===== src/rtl/uart_tx_ctrl.sv =====
// UART transmit sequencer: accepts bytes over valid/ready, buffers one byte,
// computes parity and drives the PISO load/shift strobes for one frame per byte.
module uart_tx_ctrl #(
  parameter int DATA_WIDTH = 8,
  parameter int PARITY_ODD = 0,
  parameter int STOP_GAP   = 0
) (
  input  logic                  baud_rate_tx,
  input  logic                  rst,
  input  logic                  tx_en,
  input  logic                  in_valid,
  input  logic [DATA_WIDTH-1:0] in_data,
  output logic                  in_ready,
  output logic                  load,
  output logic                  shift,
  output logic [DATA_WIDTH-1:0] p_data_out,
  output logic                  parity_bit,
  output logic                  busy,
  output logic                  frame_done
);

  localparam int FRAME_BITS = DATA_WIDTH + 3;
  localparam int CNT_W      = $clog2(FRAME_BITS);
  localparam int GAP_W      = 4;
  localparam logic [CNT_W-1:0] CNT_LAST = CNT_W'(FRAME_BITS - 1);
  localparam logic [GAP_W-1:0] GAP_LAST = (STOP_GAP > 0) ? GAP_W'(STOP_GAP - 1) : {GAP_W{1'b0}};
  localparam logic ODD_BIT = (PARITY_ODD != 0) ? 1'b1 : 1'b0;

  typedef enum logic [1:0] {
    IDLE  = 2'd0,
    LOAD  = 2'd1,
    SHIFT = 2'd2,
    GAP   = 2'd3
  } state_t;

  function automatic logic frame_parity(input logic [DATA_WIDTH-1:0] b);
    return (^b) ^ ODD_BIT;
  endfunction

  state_t                state_q, state_d;
  logic [CNT_W-1:0]      cnt_q, cnt_d;
  logic [GAP_W-1:0]      gap_q, gap_d;
  logic [DATA_WIDTH-1:0] hold_q, hold_d;
  logic                  hold_full_q, hold_full_d;
  logic [DATA_WIDTH-1:0] data_q, data_d;
  logic                  parity_q, parity_d;
  logic                  load_q, load_d;
  logic                  shift_q, shift_d;
  logic                  busy_q, busy_d;
  logic                  frame_done_q, frame_done_d;
  logic                  accept_s;
  logic                  go_s;
  logic                  start_s;

  // in_ready follows the registered hold flag, so the entry freed at the frame end is never overwritten
  assign in_ready = !hold_full_q && !rst;
  assign accept_s = in_valid && in_ready;
  assign go_s     = tx_en && (hold_full_q || accept_s);

  // Next-state logic: frame sequencing and bit/gap counters
  always_comb begin
    state_d = state_q;
    cnt_d   = cnt_q;
    gap_d   = gap_q;
    start_s = 1'b0;
    case (state_q)
      IDLE: begin
        if (go_s) begin
          state_d = LOAD;
          start_s = 1'b1;
        end else begin
          state_d = IDLE;
        end
      end
      LOAD: begin
        state_d = SHIFT;
        cnt_d   = {CNT_W{1'b0}};
      end
      SHIFT: begin
        cnt_d = cnt_q + CNT_W'(1);
        if (cnt_q == CNT_LAST) begin
          if (STOP_GAP > 0) begin
            state_d = GAP;
            gap_d   = {GAP_W{1'b0}};
          end else if (go_s) begin
            state_d = LOAD;
            start_s = 1'b1;
          end else begin
            state_d = IDLE;
          end
        end else begin
          state_d = SHIFT;
        end
      end
      GAP: begin
        gap_d = gap_q + GAP_W'(1);
        if (gap_q == GAP_LAST) begin
          if (go_s) begin
            state_d = LOAD;
            start_s = 1'b1;
          end else begin
            state_d = IDLE;
          end
        end else begin
          state_d = GAP;
        end
      end
      default: begin
        state_d = IDLE;
      end
    endcase
  end

  // Datapath: hold register fill/drain and active register capture on entry to LOAD
  always_comb begin
    hold_d      = hold_q;
    hold_full_d = hold_full_q;
    data_d      = data_q;
    parity_d    = parity_q;
    if (start_s) begin
      if (hold_full_q) begin
        data_d      = hold_q;
        hold_full_d = 1'b0;
      end else begin
        data_d = in_data;
      end
      parity_d = frame_parity(data_d);
    end else begin
      data_d = data_q;
    end
    // A byte that starts a frame directly bypasses the hold register
    if (accept_s && !(start_s && !hold_full_q)) begin
      hold_d      = in_data;
      hold_full_d = 1'b1;
    end else begin
      hold_d = hold_q;
    end
  end

  // Output decode from the next state so strobes come straight from flops
  always_comb begin
    load_d       = (state_d == LOAD);
    shift_d      = (state_d == SHIFT);
    busy_d       = (state_d != IDLE);
    frame_done_d = (state_d == SHIFT) && (cnt_d == CNT_LAST);
  end

  // State, datapath and output registers with synchronous reset
  always_ff @(posedge baud_rate_tx) begin
    if (rst) begin
      state_q      <= IDLE;
      cnt_q        <= {CNT_W{1'b0}};
      gap_q        <= {GAP_W{1'b0}};
      hold_q       <= {DATA_WIDTH{1'b0}};
      hold_full_q  <= 1'b0;
      data_q       <= {DATA_WIDTH{1'b0}};
      parity_q     <= 1'b0;
      load_q       <= 1'b0;
      shift_q      <= 1'b0;
      busy_q       <= 1'b0;
      frame_done_q <= 1'b0;
    end else begin
      state_q      <= state_d;
      cnt_q        <= cnt_d;
      gap_q        <= gap_d;
      hold_q       <= hold_d;
      hold_full_q  <= hold_full_d;
      data_q       <= data_d;
      parity_q     <= parity_d;
      load_q       <= load_d;
      shift_q      <= shift_d;
      busy_q       <= busy_d;
      frame_done_q <= frame_done_d;
    end
  end

  assign load       = load_q;
  assign shift      = shift_q;
  assign p_data_out = data_q;
  assign parity_bit = parity_q;
  assign busy       = busy_q;
  assign frame_done = frame_done_q;

endmodule


===== config.mk =====
export PLATFORM = sky130hd
export DESIGN_NAME = uart_tx_ctrl
export DESIGN_NICKNAME = d
export VERILOG_FILES = /design/src/rtl/uart_tx_ctrl.sv
export SDC_FILE = /design/constraint.sdc
export NUM_CORES = 1
export LEC_CHECK = 0
export ABC_AREA = 1
export CAP_MARGIN = 20
export CORE_UTILIZATION = 30
export DETAILED_ROUTE_END_ITERATION = 7
export PLACE_DENSITY = 0.49
export SLEW_MARGIN = 20
export SYNTH_ARGS = -nofsm -noshare
export SYNTH_HDL_FRONTEND = slang
export SYNTH_SLANG_ARGS = --single-unit

===== constraint.sdc =====
create_clock -name baud_rate_tx -period 4.3 [get_ports baud_rate_tx]
set_input_delay 0.86 -clock baud_rate_tx [delete_from_list [all_inputs] [get_ports baud_rate_tx]]
set_output_delay 0.86 -clock baud_rate_tx [all_outputs]
set_load 0.005 [all_outputs]

=== Yosys cells after proc, flatten, opt, wreduce, memory -nomap -nowiden ===
Cells that the tools add are included.
W data, S select, Z words.

* $add $sub $neg: 2
* Reductions and logical operators: 15
* Eq/ne operators: 7
* Multiplexer cells: 13

{| class="wikitable"
|+ Operators with widths
! cell !! number
|-
| $mux W8 || 2
|-
| $add A4 B1 Y4 const B || 2
|-
| $eq A4 B4 Y1 const B || 2
|-
| $pmux W2 S4 || 1
|-
| $pmux W4 S2 || 1
|-
| $reduce_xor A8 Y1 || 1
|-
| $eq A2 B2 Y1 const B || 3
|-
| $logic_and A1 B1 Y1 || 6
|-
| $mux W1 || 6
|-
| $eq A2 B1 Y1 const B || 2
|-
| $logic_not A4 Y1 || 1
|-
| $mux W2 || 2
|-
| $reduce_bool A2 Y1 || 2
|-
| $logic_not A1 Y1 || 3
|-
| $pmux W1 S3 || 1
|-
| $logic_not A2 Y1 || 1
|-
| $logic_or A1 B1 Y1 || 1
|}

* Input port bits: 12
* Bits in registers: 32
* Output and inout bits: 14
* Word-level logic and storage cells: 48

=== Longest topological paths before layout ===
Gate-level depths: netlist of run 1.

* Word-level depth: 12
* Gate-level depth with buffers: 13
* Gate-level depth less buffers: 12

=== Worst setup path before layout of run 1 ===
OpenSTA, ideal clock, no wires.

* Path type: in2out
* Start point: input port rst
* End point: output port in_ready
* Arrival time: 1087 ps
* Buffers on the path: 1
* Stages: 2
* Path slack: 2353 ps
* Required time: 3440 ps
* Cell sequence: buf_6 -> nor2_1

* Cells in the longest elaborated chain, start to end: 2

{| class="wikitable"
|+ Ends and longest elaborated chain
! what !! RTL line !! RTL
|-
| from (decl) || 9 || <nowiki>input logic rst,</nowiki>
|-
| $logic_not A1 Y1 || 56 || <nowiki>assign in_ready = !hold_full_q && !rst;</nowiki>
|-
| $logic_and A1 B1 Y1 || 56 ||
|-
| to (decl) || 13 || <nowiki>output logic in_ready,</nowiki>
|}

Every way passes these cells.

=== Worst setup path in the final report of run 1 ===
Same ends and word-level chain as after synthesis.

==> results.ini, run 1 <==
[synthesis]
postSynthAreaPerCell_um2=6.50
netlist_area_um2=1840
synth_cells=283
synth.distinct_cells=27
yosys.area.top_type=dfxtp_1
yosys_most_used_dff=dfxtp_1
synthArstFlopShare_pct=0
yosysSeqAreaShare_pct=34.8
synth.most_common_cell=nand2_1
synth_area_leaders=dfxtp_1, nand2_1, nor2_1
synth-seq-cells=32
synth_top_area_share_pct=34.8
synth_edf_count=0
syn_nets=304
synthTopCellsByCount=nand2_1, nor2_1, inv_1
yosys_warnings=0

[clock_tree]
htreeDepth=2
cts_tree=yes
clkSinkCount=32
post_cts_buffers=0
clkLatencyLatePin_ns=0.28
clk_pin_slew_ns=0.07
cts_resized=0
cts_buffers=5
cts_root_buf=clkbuf_8
ctsHoldBuffers=0
cts_max_path_buffers=2

[power]
p_leak_nw=1.04
peakVddDrop_mv=0.143
powerDensity_nw_per_um2=317

[sta]
clock_skew_ns=0.00907
fin_crit_ns=3.12
finalCritPeriodShare_pct=72.5
worst_pin_slew_ns=0.797
fmax_mhz=321
grt_setup_unrepaired=no
hold_viol_final=0
drv_slew=0
relSlewSlack_pct=46.8
setup_tns_ns=0
setup_viol=0

[placement]
gp_congestion=0.755
placed_cell_area_um2=2100
hpwl_um=2810
portBuffers=25
dp.cells=374

[critical_path]
cp_cell_sequence=clkdlybuf4s50_1 > nor2_1 > clkdlybuf4s50_1
cp-end-kind=primary output
critical_path_class=input pin to primary output
slowest_stage=clkdlybuf4s50_1
critPathArrivalTime_ns=2.26
crit_path_frequent_cell=clkdlybuf4s50_1
path_buf_inv=2
crit_cells=3
crit_path_start=rst
crit_fanout=10
timing.critical_path.slowest_cell_delay_ns=0.66
critPathLaunchType=input pin
crit_family=buffers and inverters
worstPathRequired_ns=3.44
endpoint=in_ready
r2r_slack_ns=2.11
r2r_end=parity_bit
reg2reg_from=hold_full_q
r2r_cells=9

[layout]
fin_area_um2=2200
nets=327
stdcell_count=382
area_growth_pct=19.4
post-route-util_pct=37.1
n_antenna_cell=0
drive_gt1_share_pct=6.51

[detailed_routing]
drt_first_iter_violations=72
wl_per_cell_um=10.0
via_per_inst=4.31
first_pass_iters=4
drc=0
vias=1645
wl_um=3840
postRouteAntennaNets=0

[global_route]
grt_max_degree=27
antenna_found_initial=0
grt-ovfl-total=0
grt_pass1_vias=1424
grtUsageTotal_pct=13.1
grt_pass1_wl_um=6510

[die]
start_util_pct=31.1
die_x_um=80.3
core_um2=5920
ios=26
fp.dieH_um=80.3
die-area_um2=6450
num_rows=28

[min_path]
hold_path_class=flip-flop to flip-flop

[outcome]
outcome=finished, final reports clean

[flow_run]
cap_violations=0

## state kept, by name, summed over array words and instances (netlist names)
| register | flops |
|---|---|
| busy | 1 |
| cnt_q | 4 |
| frame_done | 1 |
| gap_q | 4 |
| hold_full_q | 1 |
| hold_q | 8 |
| load | 1 |
| p_data_out | 8 |
| parity_bit | 1 |
| shift | 1 |
| state_q | 2 |
## area by class of cell
| type | count | area (µm²) |
|---|---|---|
| clock inverters | 2 | 10.0 |
| flip-flops and latches | 32 | 641 |
| multi-input cells | 201 | 965 |
| clock buffers | 6 | 82.6 |
| fillers | 652 | 3720 |
| well taps | 75 | 93.8 |
| repair buffers | 25 | 250 |
| inverters | 41 | 154 |
## through the flow
step | hold WS, ns | total power [W] | setup slack (ns)
6_report | 0.481 | 0.000696 | 1.18
5_1_grt | 0.508 | 0.000743 | 1.12
4_1_cts | 0.487 | 0.000706 | 1.17
3_5_place_dp | 0.470 | 0.000463 | 1.19
3_3_place_gp | 0.465 | 0.000461 | 1.23
2_1_floorplan | 0.451 | 0.000424 | 2.35
## how the worst min path moves through the flow
stage | slack, ns | startpoint | cells after the start | to
after floorplan | 0.45 | hold_q[1] | 2 | hold_q[1]
after CTS | 0.49 | p_data_out[0] | 2 | p_data_out[0]
after detailed placement | 0.47 | p_data_out[0] | 2 | p_data_out[0]
final | 0.48 | p_data_out[0] | 2 | p_data_out[0]
after global routing | 0.51 | p_data_out[2] | 2 | p_data_out[2]
after global placement | 0.47 | p_data_out[0] | 2 | p_data_out[0]
## layer usage
metal	global-route usage (%)	share of wire, %	vias to the layer above
met4	3.75	1.6	0
met2	20.0	41	18
met3	3.07	2.8	6
met5	0	0	-
li1	-	-	909
met1	18.2	55	712
## tightest hold or removal path: stages (launching register included)
cell and delay, ns:
dfxtp_1 0.32, nor2_1 0.05, nor2_1 0.08
## placed cells by master (no fill, tap or decap), drive strengths merged
master         Yosys  layout
nand2             97      97
nor2              42      42
inv               39      39
dfxtp             32      32
clkdlybuf4s50      0      25
o21ai             20      20
a21oi             14      14
nand3             12      12
ha                 9       9
clkbuf             1       6
clkinv             2       4
nor3               3       3
nand4              1       1
nor4               1       1
o21a               1       1
nand3b             1       1
## logic make-up (layout without fill, tap and decap cells)
| logic type | count (synthesis) | in the layout | synth area share, % |
|---|---|---|---|
| and+or+nand+nor | 157 | 157 | 35.6 |
| AOI/OAI and AO/OA | 35 | 35 | 10.7 |
| adders and majority gates | 9 | 9 | 6.12 |
| buffers and inverters | 50 | 74 | 12.7 |
| DFF | 32 | 32 | 34.8 |
## where the power goes
part | total [W] | internal (W) | switching [W]
sequential | 0.000324 | 0.000312 | 0.0000126
combinational | 0.000131 | 0.0000572 | 0.0000739
clock | 0.000240 | 0.000128 | 0.000113
No activity file was read; power rests on OpenSTA's default activity.
==> inputs of run 2 (changes only) <==
--- a/config.mk
+++ b/config.mk
@@ -9,7 +9,7 @@
 export CAP_MARGIN = 20
 export CORE_UTILIZATION = 30
 export DETAILED_ROUTE_END_ITERATION = 7
-export PLACE_DENSITY = 0.49
+export PLACE_DENSITY = 0.51
 export SLEW_MARGIN = 20
 export SYNTH_ARGS = -nofsm -noshare
 export SYNTH_HDL_FRONTEND = slang
==> constraint.sdc (replaced) <==
create_clock -name baud_rate_tx -period 2.7 [get_ports baud_rate_tx]
set_input_delay 0.54 -clock baud_rate_tx [delete_from_list [all_inputs] [get_ports baud_rate_tx]]
set_output_delay 0.54 -clock baud_rate_tx [all_outputs]
set_load 0.005 [all_outputs]
==> run 2 against run 1 <==
Against the previous run:
- wire length is 2.5% lower
- combinational power is 64% higher
- critical path depth stayed put
- clock power is 58% higher
- count of clock-buffer cells in the layout is 2 higher
- non-clock buffer count is 3 higher
- sequential share of layout area is 0.26 points lower
- total power is 59% higher
- sequential cell count stayed put
- global-route usage is 0.12 points lower
- first-iteration DRC count is 1.4% lower
==> results.ini, run 2 (synthesis results as in run 1) <==
[placement]
hpwl_um=2830
portBuffers=25
dp.cells=377
placed_cell_area_um2=2130
gp_congestion=0.753

[sta]
fmax_mhz=433
fin_crit_ns=2.31
drv_slew=0
clock_skew_ns=0.00683
hold_viol_final=0
hold_slack_ns=0.484
relSlewSlack_pct=63.7
setup_tns_ns=0
grt_setup_unrepaired=no
finalCritPeriodShare_pct=85.5
setup_viol=0
worst_pin_slew_ns=0.542

[layout]
area_growth_pct=20.5
n_antenna_cell=0
post-route-util_pct=37.4
fin_area_um2=2220
stdcell_count=385
fill_cells=635
nets=330
layout_commonest_cell=nand2_1
mostFrequentLayoutCells=nand2_1, nor2_1, inv_1, dfxtp_1, clkdlybuf4s50_1
drive_gt1_share_pct=6.77

[clock_tree]
htreeDepth=2
cts_max_path_buffers=2
ctsHoldBuffers=0
cts_resized=0
post_cts_buffers=0
clk_pin_slew_ns=0.06
cts_tree=yes
cts_root_buf=clkbuf_8
cts_buffers=5
clkSinkCount=32
clkLatencyLatePin_ns=0.28

[die]
die_x_um=80.3
num_rows=28
die-area_um2=6450
ios=26
core_um2=5920
fp.dieH_um=80.3
start_util_pct=31.1

[detailed_routing]
drt_first_iter_violations=71
via_per_inst=4.23
wl_per_cell_um=9.71
wl_um=3740
drc=0
vias=1627
first_pass_iters=4
postRouteAntennaNets=0

[global_route]
grt-ovfl-total=0
busiest_layer=met2
grt_max_degree=27
grtUsageTotal_pct=13.0
antenna_found_initial=0
use_met3_pct=3.41
grt_pass1_vias=1408
grt_use_met2_pct=19.6
grt_pass1_wl_um=6330
use_met1_pct=17.4

[critical_path]
cp_cell_sequence=clkdlybuf4s50_1 > nor2_1 > clkdlybuf4s50_1
worstPathRequired_ns=2.16
crit_path_frequent_cell=clkdlybuf4s50_1
critPathLaunchType=input pin
critical_path_class=input pin to primary output
critPathArrivalTime_ns=1.77
cp-end-kind=primary output
slowest_stage=clkdlybuf4s50_1
crit_fanout=6
timing.critical_path.slowest_cell_delay_ns=0.56

[outcome]
outcome=finished, final reports clean

[flow_run]
cap_violations=0

[power]
peakVddDrop_mv=0.192
p_leak_nw=1.05
powerDensity_nw_per_um2=499

[min_path]
hold_path_class=flip-flop to flip-flop

## run 2: cell count changes in the layout (fill, tap and decap cells not counted), sizes merged
cell	change
clkinv	-2
clkbuf	+2
buf	+3
## run 2: layout make-up
| cell class | instances | area (µm²) | share of cell area [%] |
|---|---|---|---|
| Tap cell | 75 | 93.8 | 4.23 |
| Multi-Input combinational cell | 201 | 965 | 43.5 |
| Clock buffer | 8 | 90.1 | 4.07 |
| Timing Repair Buffer | 28 | 273 | 12.3 |
| Sequential cell | 32 | 641 | 28.9 |
| Inverter | 41 | 154 | 6.95 |
## run 2: per-stage QoR
stage	total power (W)	setup slack (ns)
2_1_floorplan	0.000675	1.22
3_3_place_gp	0.000737	0.431
3_5_place_dp	0.000740	0.365
4_1_cts	0.00113	0.383
5_1_grt	0.00118	0.298
6_report	0.00111	0.392
## run 2: final timing paths
| check | slack, ns | startpoint | to | depth (start not counted) |
|---|---|---|---|---|
| setup / recovery | 0.39 | rst | in_ready | 3 |
| hold / removal | 0.48 | p_data_out[5] | p_data_out[5] | 2 |
| setup reg to reg | 0.82 | state_q[0] | p_data_out[0] | 10 |
| hold reg to reg | 0.48 | p_data_out[5] | p_data_out[5] | 2 |
## run 2: power breakdown
group / total [W] / internal, W / switching [W]
clock: 0.000379 / 0.000208 / 0.000171
combinational: 0.000215 / 0.0000942 / 0.000121
sequential: 0.000512 / 0.000497 / 0.0000154
## run 2: worst max-delay path: cells and delay by family
kind / cells / cell delay, ns
buffers and inverters: 2 / 1.08
and+or+nand+nor: 1 / 0.16
## run 2: metal layers
layer  wire (µm)  share of wire, %  vias to the layer above
met5           0                 0                        -
met3         104               2.8                        6
li1            -                 -                      916
met2        1570                42                       24
met4          67               1.8                        0
met1        2000                53                      681
==> inputs of run 3 (changes only) <==
--- a/config.mk
+++ b/config.mk
@@ -9,7 +9,7 @@
 export CAP_MARGIN = 20
 export CORE_UTILIZATION = 30
 export DETAILED_ROUTE_END_ITERATION = 7
-export PLACE_DENSITY = 0.51
+export PLACE_DENSITY = 0.49
 export SLEW_MARGIN = 20
 export SYNTH_ARGS = -nofsm -noshare
 export SYNTH_HDL_FRONTEND = slang
==> run 3 against run 2 <==
Against the previous run:
- first-iteration DRC count shrank 20%
- register-to-register slack is essentially flat
- die area is the same
- critical path depth is the same
==> results.ini, run 3 (synthesis results as in run 1) <==
[sta]
hold_viol_final=0
fin_crit_ns=2.21
hold_slack_ns=0.481
setup_viol=0
finalCritPeriodShare_pct=81.9
fmax_mhz=452
drv_slew=0
worst_pin_slew_ns=0.569
setup_tns_ns=0
clock_skew_ns=0.00890
setup_ws_ns=0.489
relSlewSlack_pct=62.0
grt_setup_unrepaired=no

[clock_tree]
ctsHoldBuffers=0
cts_max_path_buffers=2
clkSinkCount=32
htreeDepth=2
cts_resized=0
cts_tree=yes
post_cts_buffers=0
cts_buffers=5
clkLatencyLatePin_ns=0.29
cts_root_buf=clkbuf_8
clk_pin_slew_ns=0.06

[global_route]
grt_pass1_vias=1446
grt_max_degree=27
grt_pass1_wl_um=6510
grt-ovfl-total=0
grtUsageTotal_pct=13.1
antenna_found_initial=0

[critical_path]
crit_fanout=3
r2r_cells=10
critPathArrivalTime_ns=1.67
cp-end-kind=primary output
critical_path_class=input pin to primary output
critPathLaunchType=input pin
worstPathRequired_ns=2.16

[layout]
area_growth_pct=20.8
layout_commonest_cell=nand2_1
mostFrequentLayoutCells=nand2_1, nor2_1, inv_1, dfxtp_1, clkdlybuf4s50_1
nets=330
drive_gt1_share_pct=7.12
stdcell_count=384
n_antenna_cell=0

[flow_run]
cap_violations=0

[power]
powerDensity_nw_per_um2=509
peakVddDrop_mv=0.186
p_leak_nw=1.06
power_w=0.00113

[die]
ios=26
fp.dieH_um=80.3
start_util_pct=31.1
die-area_um2=6450
core_um2=5920
num_rows=28
die_x_um=80.3

[placement]
dp.cells=377
dpl_worst_slack_ns=0.444
gp_congestion=0.762
portBuffers=25
hpwl_um=2800

[min_path]
hold_depth=2
hold_path_class=flip-flop to flip-flop

[detailed_routing]
wl_per_cell_um=9.79
drc=0
wl_um=3760
postRouteAntennaNets=0
via_per_inst=4.29
vias=1648
drt_first_iter_violations=57
first_pass_iters=4

[outcome]
outcome=finished, final reports clean

run 3: worst paths after layout:
kind | startpoint | to | slack [ns]
max | rst | in_ready | 0.49
min | p_data_out[6] | p_data_out[6] | 0.48
max reg2reg | state_q[0] | p_data_out[4] | 0.83
min reg2reg | p_data_out[6] | p_data_out[6] | 0.48
run 3: where the power goes:
part	switching [W]	leakage, nW	internal [W]
clock	0.000175	0.0503	0.000227
sequential	0.0000158	0.261	0.000497
combinational	0.000121	0.746	0.0000943
run 3: cell type report:
type	instances	area, µm²
Fill cell	632	3700
Multi-Input combinational cell	201	965
Sequential cell	32	641
Timing Repair Buffer	28	273
Inverter	41	154
Clock buffer	7	96.3
Tap cell	75	93.8
run 3: critical path, cell delays in order:
cell	delay (ns)
clkdlybuf4s50_1	0.49
nor2_1	0.13
clkdlybuf4s50_1	0.51
run 3: per-layer routing:
layer  vias to the layer above  global-route usage (%)  part of all wire (%)
li1                        915                       -                     -
met1                       700                    18.1                    55
met2                        24                    19.1                    40
met3                         9                    3.07                   3.0
met4                         0                    5.89                   2.3
met5                         -                       0                     0
run 3: through the flow:
stage | instance area, µm² | util [%]
4_1_cts | 2220 | 37.5
3_5_place_dp | 2130 | 35.9
5_1_grt | 2220 | 37.5
2_1_floorplan | 1840 | -
6_report | 2220 | 37.5
3_3_place_gp | 2130 | 35.9
